### src/rtl/md_pkg.sv
// Shared definitions for the multiply/divide pipeline interface: MD operation
// encoding, class helpers and the default unit latencies (also used by E_HILO).
package md_pkg;

  typedef logic [3:0] md_type_t;

  localparam md_type_t MD_NONE = 4'd0;
  localparam md_type_t MULT    = 4'd1;
  localparam md_type_t MULTU   = 4'd2;
  localparam md_type_t DIV     = 4'd3;
  localparam md_type_t DIVU    = 4'd4;
  localparam md_type_t MTHI    = 4'd5;
  localparam md_type_t MTLO    = 4'd6;
  localparam md_type_t MFHI    = 4'd7;
  localparam md_type_t MFLO    = 4'd8;

  // Busy cycles that follow a Start, shared with E_HILO.
  localparam int unsigned MD_MULT_CYCLES = 5;
  localparam int unsigned MD_DIV_CYCLES  = 10;

  // Any instruction that touches HI/LO.
  function automatic logic is_md(input md_type_t x);
    return (x >= MULT) && (x <= MFLO);
  endfunction

  // Instructions that start a multi-cycle operation in E_HILO.
  function automatic logic is_mul_div(input md_type_t x);
    return (x >= MULT) && (x <= DIVU);
  endfunction

  // Two-state view of the shadow latency tracker.
  localparam logic [0:0] S_IDLE = 1'b0;
  localparam logic [0:0] S_BUSY = 1'b1;

endpackage

### src/rtl/md_shadow_counter.sv
// Shadow latency counter: mirrors how long E_HILO should report Busy after a
// mul/div issues in E. Loads on an expected Start, counts down to zero.
module md_shadow_counter
  import md_pkg::*;
#(
  parameter int unsigned MULT_CYCLES = MD_MULT_CYCLES,
  parameter int unsigned DIV_CYCLES  = MD_DIV_CYCLES
) (
  input  logic       clk,
  input  logic       reset,
  input  logic [3:0] e_md_type,
  output logic       exp_start,
  output logic [3:0] cnt,
  output logic       busy
);

  localparam logic [3:0] MULT_LOAD = 4'(MULT_CYCLES);
  localparam logic [3:0] DIV_LOAD  = 4'(DIV_CYCLES);

  logic [0:0] state_reg, state_next;
  logic [3:0] cnt_reg, cnt_next;

  // A mul/div in E only issues when nothing is outstanding; while BUSY a
  // second one is a stall violation and must not reload the counter.
  assign exp_start = is_mul_div(e_md_type) && (state_reg == S_IDLE);

  // Next-state: load on issue, decrement while busy, go idle on 1 -> 0.
  always_comb begin
    state_next = state_reg;
    cnt_next   = cnt_reg;
    case (state_reg)
      S_IDLE: begin
        if (exp_start) begin
          cnt_next   = ((e_md_type == MULT) || (e_md_type == MULTU)) ? MULT_LOAD : DIV_LOAD;
          state_next = (cnt_next != 4'd0) ? S_BUSY : S_IDLE;
        end
      end
      default: begin
        cnt_next = cnt_reg - 4'd1;
        if (cnt_reg == 4'd1) begin
          state_next = S_IDLE;
        end
      end
    endcase
  end

  // State and count registers with synchronous clear.
  always_ff @(posedge clk) begin
    if (reset) begin
      state_reg <= S_IDLE;
      cnt_reg   <= 4'd0;
    end else begin
      state_reg <= state_next;
      cnt_reg   <= cnt_next;
    end
  end

  assign cnt  = cnt_reg;
  assign busy = (state_reg == S_BUSY);

endmodule

### src/rtl/md_stall_ctrl.sv
// Initiator side of the E_HILO handshake: D-stage stall decision, shadow
// latency tracking with protocol cross-check, and a stall-cycle counter.
module md_stall_ctrl
  import md_pkg::*;
#(
  parameter int unsigned MULT_CYCLES = MD_MULT_CYCLES,
  parameter int unsigned DIV_CYCLES  = MD_DIV_CYCLES,
  parameter bit          CHECK_EN    = 1'b1,
  parameter int unsigned CNT_W       = 32
) (
  input  logic             clk,
  input  logic             reset,
  input  logic [3:0]       D_MDType,
  input  logic [3:0]       E_MDType,
  input  logic             HILO_Start,
  input  logic             HILO_Busy,
  output logic             StallD,
  output logic             ShadowBusy,
  output logic [3:0]       ShadowCnt,
  output logic             ProtoErr,
  output logic [CNT_W-1:0] StallCnt
);

  logic             exp_start;
  logic [CNT_W-1:0] stall_cnt_reg;

  md_shadow_counter #(
    .MULT_CYCLES(MULT_CYCLES),
    .DIV_CYCLES (DIV_CYCLES)
  ) u_shadow (
    .clk      (clk),
    .reset    (reset),
    .e_md_type(E_MDType),
    .exp_start(exp_start),
    .cnt      (ShadowCnt),
    .busy     (ShadowBusy)
  );

  // The shadow term keeps the pipeline safe even if E_HILO under-reports Busy.
  assign StallD = is_md(D_MDType) && (HILO_Start || HILO_Busy || ShadowBusy);

  // Saturating count of MD-induced stall cycles.
  always_ff @(posedge clk) begin
    if (reset) begin
      stall_cnt_reg <= '0;
    end else if (StallD && (stall_cnt_reg != {CNT_W{1'b1}})) begin
      stall_cnt_reg <= stall_cnt_reg + 1'b1;
    end
  end

  assign StallCnt = stall_cnt_reg;

  generate
    if (CHECK_EN) begin : g_check
      logic err_reg;
      logic mismatch;

      assign mismatch = (HILO_Start != exp_start) ||
                        (HILO_Busy != ShadowBusy) ||
                        (is_md(E_MDType) && ShadowBusy);

      // Sticky error: once a handshake mismatch is seen it holds until reset.
      always_ff @(posedge clk) begin
        if (reset) begin
          err_reg <= 1'b0;
        end else if (mismatch) begin
          err_reg <= 1'b1;
        end
      end

      // Flag is visible in the offending cycle itself, not a cycle later.
      assign ProtoErr = err_reg || (mismatch && !reset);
    end else begin : g_nocheck
      assign ProtoErr = 1'b0;
    end
  endgenerate

endmodule

### config.mk
export PLATFORM = sky130hd
export DESIGN_NAME = md_stall_ctrl
export DESIGN_NICKNAME = d
export VERILOG_FILES = /design/src/rtl/md_pkg.sv /design/src/rtl/md_shadow_counter.sv /design/src/rtl/md_stall_ctrl.sv
export SDC_FILE = /design/constraint.sdc
export NUM_CORES = 1
export LEC_CHECK = 0
export ABC_AREA = 1
export CORE_MARGIN = 4
export CORE_UTILIZATION = 57
export CTS_BUF_LIST = sky130_fd_sc_hd__clkbuf_4
export DETAILED_ROUTE_END_ITERATION = 10
export GPL_TIMING_DRIVEN = 1
export PLACE_DENSITY = 0.84
export SLEW_MARGIN = 10
export SYNTH_ARGS = -nofsm -noshare
export SYNTH_HDL_FRONTEND = slang
export SYNTH_SLANG_ARGS = --single-unit
### constraint.sdc
create_clock -name clk -period 3.1 [get_ports clk]
set_input_delay 0.31 -clock clk [delete_from_list [all_inputs] [get_ports clk]]
set_output_delay 0.31 -clock clk [all_outputs]
set_load 0.1 [all_outputs]
==> results of run 1 <==
-- synth_stat cells, types with 4 or more instances --
cell,number
nand2_1,172
nor2_1,70
inv_1,34
clkbuf_1,4
nand4_1,4
a21oi_1,31
nand3_1,19
o21ai_0,8
xor2_1,8
nor2_2,6
dfxtp_1,38
xnor2_1,7
-- metrics by stage --
step	hold slack, ns	util, %	area (sq um)
after detailed placement	0.494	71.0	2920
after global routing	0.566	72.3	2970
after floorplan	0.545	-	2480
after CTS	0.514	72.3	2970
after global placement	0.493	71.0	2920
final	0.524	72.3	2970
-- per-layer routing --
metal / wire length, microns / global-route usage (%) / up-vias
met5: 0 / 0 / -
met4: 125 / 8.45 / 0
met3: 426 / 6.29 / 12
met2: 3060 / 43.6 / 85
met1: 2920 / 33.4 / 1224
li1: - / - / 1410
-- kinds of logic after synthesis --
| logic type | after synthesis | share of synthesized area [%] |
|---|---|---|
| fa+ha+maj | 3 | 1.52 |
| xor+xnor | 15 | 5.30 |
| flops | 38 | 30.7 |
| buf+inv | 46 | 8.08 |
| simple gates | 279 | 45.5 |
| compound gates | 42 | 8.89 |
-- worst max-delay path by stage --
stage                        startpoint            to  slack [ns]  cells past startpoint
after global placement      D_MDType[2]   StallCnt[2]        0.77                     10
final                      StallCnt[12]  StallCnt[12]        0.82                      1
after CTS                   StallCnt[0]  StallCnt[12]        0.79                     10
after global routing        StallCnt[0]  StallCnt[15]        0.56                     10
after floorplan           u_shadow.busy   StallCnt[4]        0.25                     10
after detailed placement    D_MDType[2]   StallCnt[5]        0.68                     10
-- worst reg2reg max path, cell delays in order, from the launching register on --
cell and delay [ns]:
dfxtp_1 0.48, ha_1 0.33, inv_2 0.06, nor2_2 0.14, nand2_2 0.11, nor2_4 0.17
nand2_4 0.09, nand2_4 0.27, inv_2 0.29, nand2_1 0.15, a21oi_1 0.08
-- layout make-up --
class	instances	area, sq um
Multi-Input combinational cell	339	1520
Inverter	36	135
Clock buffer	6	45.0
Sequential cell	38	761
Tap cell	50	62.6
Fill cell	393	1140
Clock inverter	2	8.76
Timing Repair Buffer	51	443
-- power by group through the flow --
stage               combinational (mW)  clock (mW)  sequential, mW
floorplan                        0.104           0           0.591
global placement                 0.220           0           0.524
detailed placement               0.224           0           0.524
CTS                              0.225       0.266           0.513
global route                     0.238       0.291           0.516
finish                           0.223       0.261           0.514
==> reports/summary.md, run 1 <==
The run finished with clean final reports. The worst hold path was traced through 2 stages. The average cell area after synthesis works out to 5.86 sq um. Across the run, the number of max-cap violations was 0. The synthesized design contains 38 register bits. Setup total negative slack on the finished layout was measured at 0 ns. Setup repair after global routing left no endpoint under its margin. The height of the chip was 73.9 microns. The tools report the setup skew after layout as 0.0117 ns. The first global-routing pass estimated 11300 microns of wire. Count of different cell masters after synthesis: 24. Counting I/O delays and the setup requirement, the final critical path takes 2.28 ns. The tools report the number of instances in the synthesized netlist as 423. For this run, the number of Yosys warnings is 0.

The hold-fix buffer count after cts is 0, and the number of endpoints with negative hold slack in the final report is 0. The wire length per cell after detailed routing was 12.5 microns. The cell-internal power came out at 0.653 mW.

The slowest library cell on the worst path is clkdlybuf4s50_1. CTS saw 38 sinks. Largest area contributor in the synthesized netlist: dfxtp_1. The run gives 0 as the buffers inserted during post-CTS setup optimization. The share of synthesized area in the top cell type comes to 30.7%. Overall fraction of global-route tracks in use: 26.2%. The DRC violation count after routing was 0; the worst setup slack before clock tree synthesis was 0.676 ns.

STA classifies the critical path startpoint as a flip-flop. For the pin with the worst max-slew slack, the measured transition is 0.965 ns. Per report_power, the combinational group accounts for 22.4% of the total. The worst max-slew margin expressed relative to the limit is 35.5%.

Arrival time of the worst setup path: 1.97 ns. For this run, the slowest stage of the critical path takes 1.17 ns. Relative to the synthesized area, the layout overhead comes to 20.1%. Counting flops with an async set or reset pin after synthesis yields a share of 0%. In the finished design, the share of the clock period the worst path needs comes to 73.7%. In the final layout, the share of cells above drive strength 1 is 11.2%. For the final net count, the log shows 486. For the worst-skew pair, the clock arrives at the later sink with an insertion delay of 0.35 ns. The die covers 5460 sq um. For the number of placed cells counting well taps, the log shows 514.

The sequential cell area fraction in the yosys report was 30.7%; the number of antenna violations at the first check in global routing was 0. For the total net switching power, the log shows 0.345 mW. Leaving out fill and tap cells, the most frequent cell in the layout is nand2_1.

The tools report the H-tree depth as 2. Summing every instance area after synthesis gives 2480 sq um. Power density over cell area: 336 nW/um^2. The repair_antennas step left the layout with diodes totalling 0.

The pre-antenna-repair detailed-routing pass consisted of 5 iterations. Sequential cells account for 51.5% of the total power. The tools report the number of gates resized after cts as 0.

Routed wire length: 6530 microns. Across the VDD grid, the largest voltage drop is 0.294 mV. Traced cell by cell, the critical path runs through clkdlybuf4s50_1. At the end of routability-driven placement, the weighted congestion stood at 0.987. The worst min-delay path class is flip-flop to flip-flop.

The library cells used most frequently in the layout, excluding fill and tap cells, are nand2_1 (172), nor2_1 (69), dfxtp_1 (38), inv_1 (34). The initial core utilization was 60.2%. Kind of capture point of the worst setup path: a primary output.

TritonCTS built the clock tree. For this design the static power due to leakage is 1.15 nW. For the critical path required time, the log shows 2.79 ns. In this run the register-to-register setup slack is 0.82 ns. The overall power consumption came out at 0.998 mW. For the via count, the log shows 2731.

The achievable clock frequency was 438 MHz; the number of core rows was 23. The worst-case setup margin in the final layout is 0.816 ns. The startpoint identified for the worst hold timing path is u_shadow.cnt[0]. The largest fanout of any net on the critical path was 5; the count of port buffers added during placement was 50. For the number of buffers on the longest clock path, the log shows 2.

In this run the critical register-to-register path is captured at StallCnt[12]. After global routing the overflow that remains totals 0. Dividing the detail-routed via count by the number of cells gives 5.23.

For hold timing, the worst endpoint is u_shadow.cnt[0]. The worst register-to-register path begins at StallCnt[0]. Buffers inserted during clock tree synthesis total 5. Among cell families on the critical path, the largest total delay comes from buffers and inverters. The via count of the first global-routing pass is 2555, and the count of placed standard cells in the final layout, fillers left out is 522. During I/O placement, the number of pins put on the boundary was 51.

Entering global routing, the biggest net connects 34 pins. Clock tree root driver cell: clkbuf_4. The total area inside the core boundary comes to 4120 sq um. The tools report the half-perimeter wire length of the detailed placement result as 5020 microns. Buffer and inverter count on the worst path: 1.

The max-slew violation count was 0. The clock-pin transition on the worst setup and hold timing paths works out to 0.11 ns. The DRC violation total after the first TritonRoute iteration came out at 246. The depth of the worst register-to-register path was 10; the net count of the mapped netlist was 438. After synthesis, the cell types taking the most area are dfxtp_1 (31%), nand2_1 (26%), nor2_1 (11%). The tools report the count of antenna-violating nets left after detailed routing as 0.

The number of flip-flops under the largest register name was 32. In the synthesized netlist the dominant register cell turns out to be dfxtp_1. The final count of negative-setup-slack endpoints is 0. The type of the worst setup path is flip-flop to primary output. In this run, synthesis inferred 0 flip-flops with an integrated enable. From left edge to right edge, the die measures 73.9 microns. The clock network accounts for 26.2% of the total power.

Net switching is 34.6% of the power.
(Power assumes the default switching activity.)
==> run 2, diff against run 1 <==
CORE_UTILIZATION = 48   (was 57)
PLACE_DENSITY = 0.75   (was 0.84)
clock period = 2.1 ns   (was 3.1 ns; I/O delays follow)
==> run 2 against run 1 <==
Cell count grew 4.0%; first-iteration DRC count shrank 41%; register-to-register slack lost 0.49 ns; design area grew 3.9%; clock skew grew 0.0029 ns.
==> reports/summary.md, run 2 (same netlist as run 1, synthesis figures left out) <==
The flow ran to the end, and the final reports show no timing, DRC or antenna violations. The largest net degree at the start of global routing came out at 33 (-2.9%). The critical path goes through clkdlybuf4s50_1 > nor2_1 > nor2_1 > nor2_1 > nand2_1 > xor2_1 > nor2_1 > nor2_4 > buf_12.

The H-tree depth was 2 (unchanged); the length of the first detailed-routing pass in iterations was 4 (-1). The setup TNS was 0 ns (unchanged). The logic gate share of total power was 23.6% (+1.2 points); the worst hold-check slack was 0.504 ns (-0.0196 ns). The logs give 0.0147 ns (+0.00295 ns) for the setup skew after layout and 0 (unchanged) for the count of antenna-violating nets left after detailed routing.

The tools report the DRC violation total after the first TritonRoute iteration as 145 (-41%). The area of the core is 4850 sq um (+18%). STA classifies the critical path startpoint as an input pin. The vias per cell was 4.98 (-4.9%). Commonest non-fill, non-tap cell in the layout: nand2_1. The tools report the via count of the first global-routing pass as 2363 (-7.5%). Final count of negative-setup-slack endpoints: 0 (unchanged). The initial core utilization was 51.1% (-9.1 points).

The number of buffers inserted during clock tree synthesis is 5 (unchanged). The cell-internal power was 0.977 mW (+50%). The antenna diode count is 0 (unchanged), and the leftover overflow at the end of global routing is 0 (unchanged). The number of flip-flops under the largest register name came out at 32 (unchanged).

Counting I/O delays and the setup requirement, the final critical path takes 1.93 ns. The hold-fix buffer count after cts was 0 (unchanged); the routing usage on met1 was 29.3% (-4.1 points). Number of endpoints with negative hold slack in the final report: 0 (unchanged). The routed wire length is 6490 microns (-0.57%), and the TritonCTS sink count is 38 (unchanged). The tools report the half-perimeter wire length of the detailed placement result as 5120 microns (+2.2%). The clock-pin transition on the worst setup and hold timing paths is 0.10 ns (about the same). The area growth from synthesis to layout is 24.7%. For the arrival time of the worst setup path, the log shows 1.72 ns (-0.25 ns). The share of the cycle needed by the critical path after routing works out to 92.0%. Setup repair after global routing left no endpoint under its margin. For the critical path required time, the log shows 1.89 ns (-0.90 ns). The max-cap check violation count is 0 (unchanged). The run gives 4.51% (-1.8 points) as the global routing met3 resource utilization. The buffers inserted during post-CTS setup optimization is 0 (unchanged). The reported leakage power is 1.22 nW (+5.5%).

The tools report the kind of capture point of the worst setup path as a primary output. The tools report the clock tree root driver cell as clkbuf_4. Number of I/O pins: 51 (unchanged).

The wire length per cell after detailed routing was 12.0 microns (-4.4%). For the fraction of power consumed by sequential logic, the log shows 50.9% (-0.6 points). The largest incremental delay on the critical path is 0.42 ns (-0.75 ns), and the routability congestion estimate is 0.956 (-3.1%).

TritonCTS built the clock tree. For the maximum VDD drop, the log shows 0.341 mV (+16%). The number of buffers on the longest clock path was 2 (unchanged). met2 is the most crowded layer. The total net switching power is 0.512 mW (+48%), and the net switching share of the total power is 34.4% (-0.22 points).

The number of gates resized after cts is 0 (unchanged). The tools report the final net count as 491 (+1.0%). The layout cell share with drive strength beyond 1 is 20.2% (+8.9 points). The height of the chip came out at 79.8 microns (+8.0%).

On the critical path, the stage with the largest delay is an instance of clkdlybuf4s50_1. The full die area was 6370 sq um (+17%); the number of core rows was 25 (+8.7%). Among the stages of the critical path, the cell type that occurs most often is nor2_1.

The achievable clock frequency is 518 MHz. The number of antenna violations at the first check in global routing came out at 0 (unchanged). Chip width: 79.8 microns (+8.0%).

The top cell types in the final layout, fill and taps aside, are nand2_1 (172), nor2_1 (69), buf_4 (42), inv_1 (34), a21oi_1 (31). The DRC violation count after routing was 0 (unchanged). The type of the worst setup path was input pin to primary output. The max-slew violation count is 0 (unchanged), and the largest fanout of any net on the critical path is 4 (-1). The clock latency of the later-clocked register in the worst-skew pair was 0.36 ns (about the same); the slew of the pin with the lowest slew margin was 0.400 ns (-0.564 ns). The worst max-slew margin expressed relative to the limit was 73.2% (+38 points); the via count was 2702 (-1.1%).

The clock power share came out at 25.5% (-0.7 points). The buffer and inverter count on the worst path works out to 2 (+1). The global-route wire length before repair is 11000 microns (-2.2%), and the count of port buffers added during placement is 50 (unchanged). Worst min-delay path class: flip-flop to flip-flop.

The tools report the met2 layer usage reported by global route as 34.3% (-9.3 points). Power density over cell area: 482 nW/um^2 (+44%). The tools report the overall fraction of global-route tracks in use as 21.9% (-4.3 points). The category of cells accounting for the largest share of critical-path delay is simple AND/OR/NAND/NOR gates.
[run 2: cell count changes in the layout (fill, tap and decap cells not counted)]
cell	previous run	this run
dfxtp_1	38	7
dfxtp_2	0	28
buf_4	31	42
clkdlybuf4s50_1	19	11
dfxtp_4	0	3
buf_12	1	3
nor2_2	7	5
nor2_4	1	3
clkinv_2	1	0
[run 2: cell type report]
type | instances | area [sq um]
Multi-Input combinational cell | 339 | 1530
Sequential cell | 38 | 807
Timing Repair Buffer | 56 | 485
Clock inverter | 1 | 3.75
Inverter | 36 | 135
Fill cell | 492 | 1760
Tap cell | 67 | 83.8
Clock buffer | 6 | 45.0
[run 2: worst paths after layout]
path | startpoint | endpoint | slack [ns] | depth (start not counted)
max | E_MDType[1] | ProtoErr | 0.17 | 9
min | u_shadow.cnt[0] | u_shadow.cnt[0] | 0.50 | 2
max reg2reg | StallCnt[0] | StallCnt[11] | 0.33 | 11
min reg2reg | u_shadow.cnt[0] | u_shadow.cnt[0] | 0.50 | 2
[run 2: worst reg2reg max path, cell delays in order (launching register included)]
cell	delay, ns
dfxtp_4	0.41
ha_1	0.19
inv_2	0.05
nor2_2	0.13
nand2_2	0.11
nor2_4	0.18
nand2_4	0.09
nand2_4	0.07
inv_2	0.10
buf_12	0.17
nand2_1	0.07
a21oi_1	0.06
[run 2: layer usage]
metal  part of all wire, %  routed length (microns)  vias up
met5                     0                        0        -
met4                   2.8                      181        0
met3                   6.8                      440       18
met2                    44                     2890       74
met1                    46                     2980     1191
li1                      -                        -     1419
[run 2: per-stage QoR]
| stage | util, % | worst slack, ns | instance area (sq um) | cells | total power, mW |
|---|---|---|---|---|---|
| 4_1_cts | 63.7 | 0.176 | 3090 | 543 | 1.51 |
| 5_1_grt | 63.7 | 0.0527 | 3090 | 543 | 1.56 |
| 2_1_floorplan | - | 0.0145 | 2540 | 423 | 1.03 |
| 3_5_place_dp | 62.7 | 0.177 | 3040 | 536 | 1.13 |
| 6_report | 63.7 | 0.168 | 3090 | 543 | 1.49 |
| 3_3_place_gp | 62.7 | 0.220 | 3040 | 536 | 1.12 |
[run 2: power by group through the flow]
stage          sequential, mW  combinational (mW)  clock (mW)
6_report                0.758               0.352       0.380
5_1_grt                 0.763               0.374       0.426
3_3_place_gp            0.774               0.349           0
3_5_place_dp            0.774               0.354           0
2_1_floorplan           0.874               0.158           0
4_1_cts                 0.758               0.354       0.398
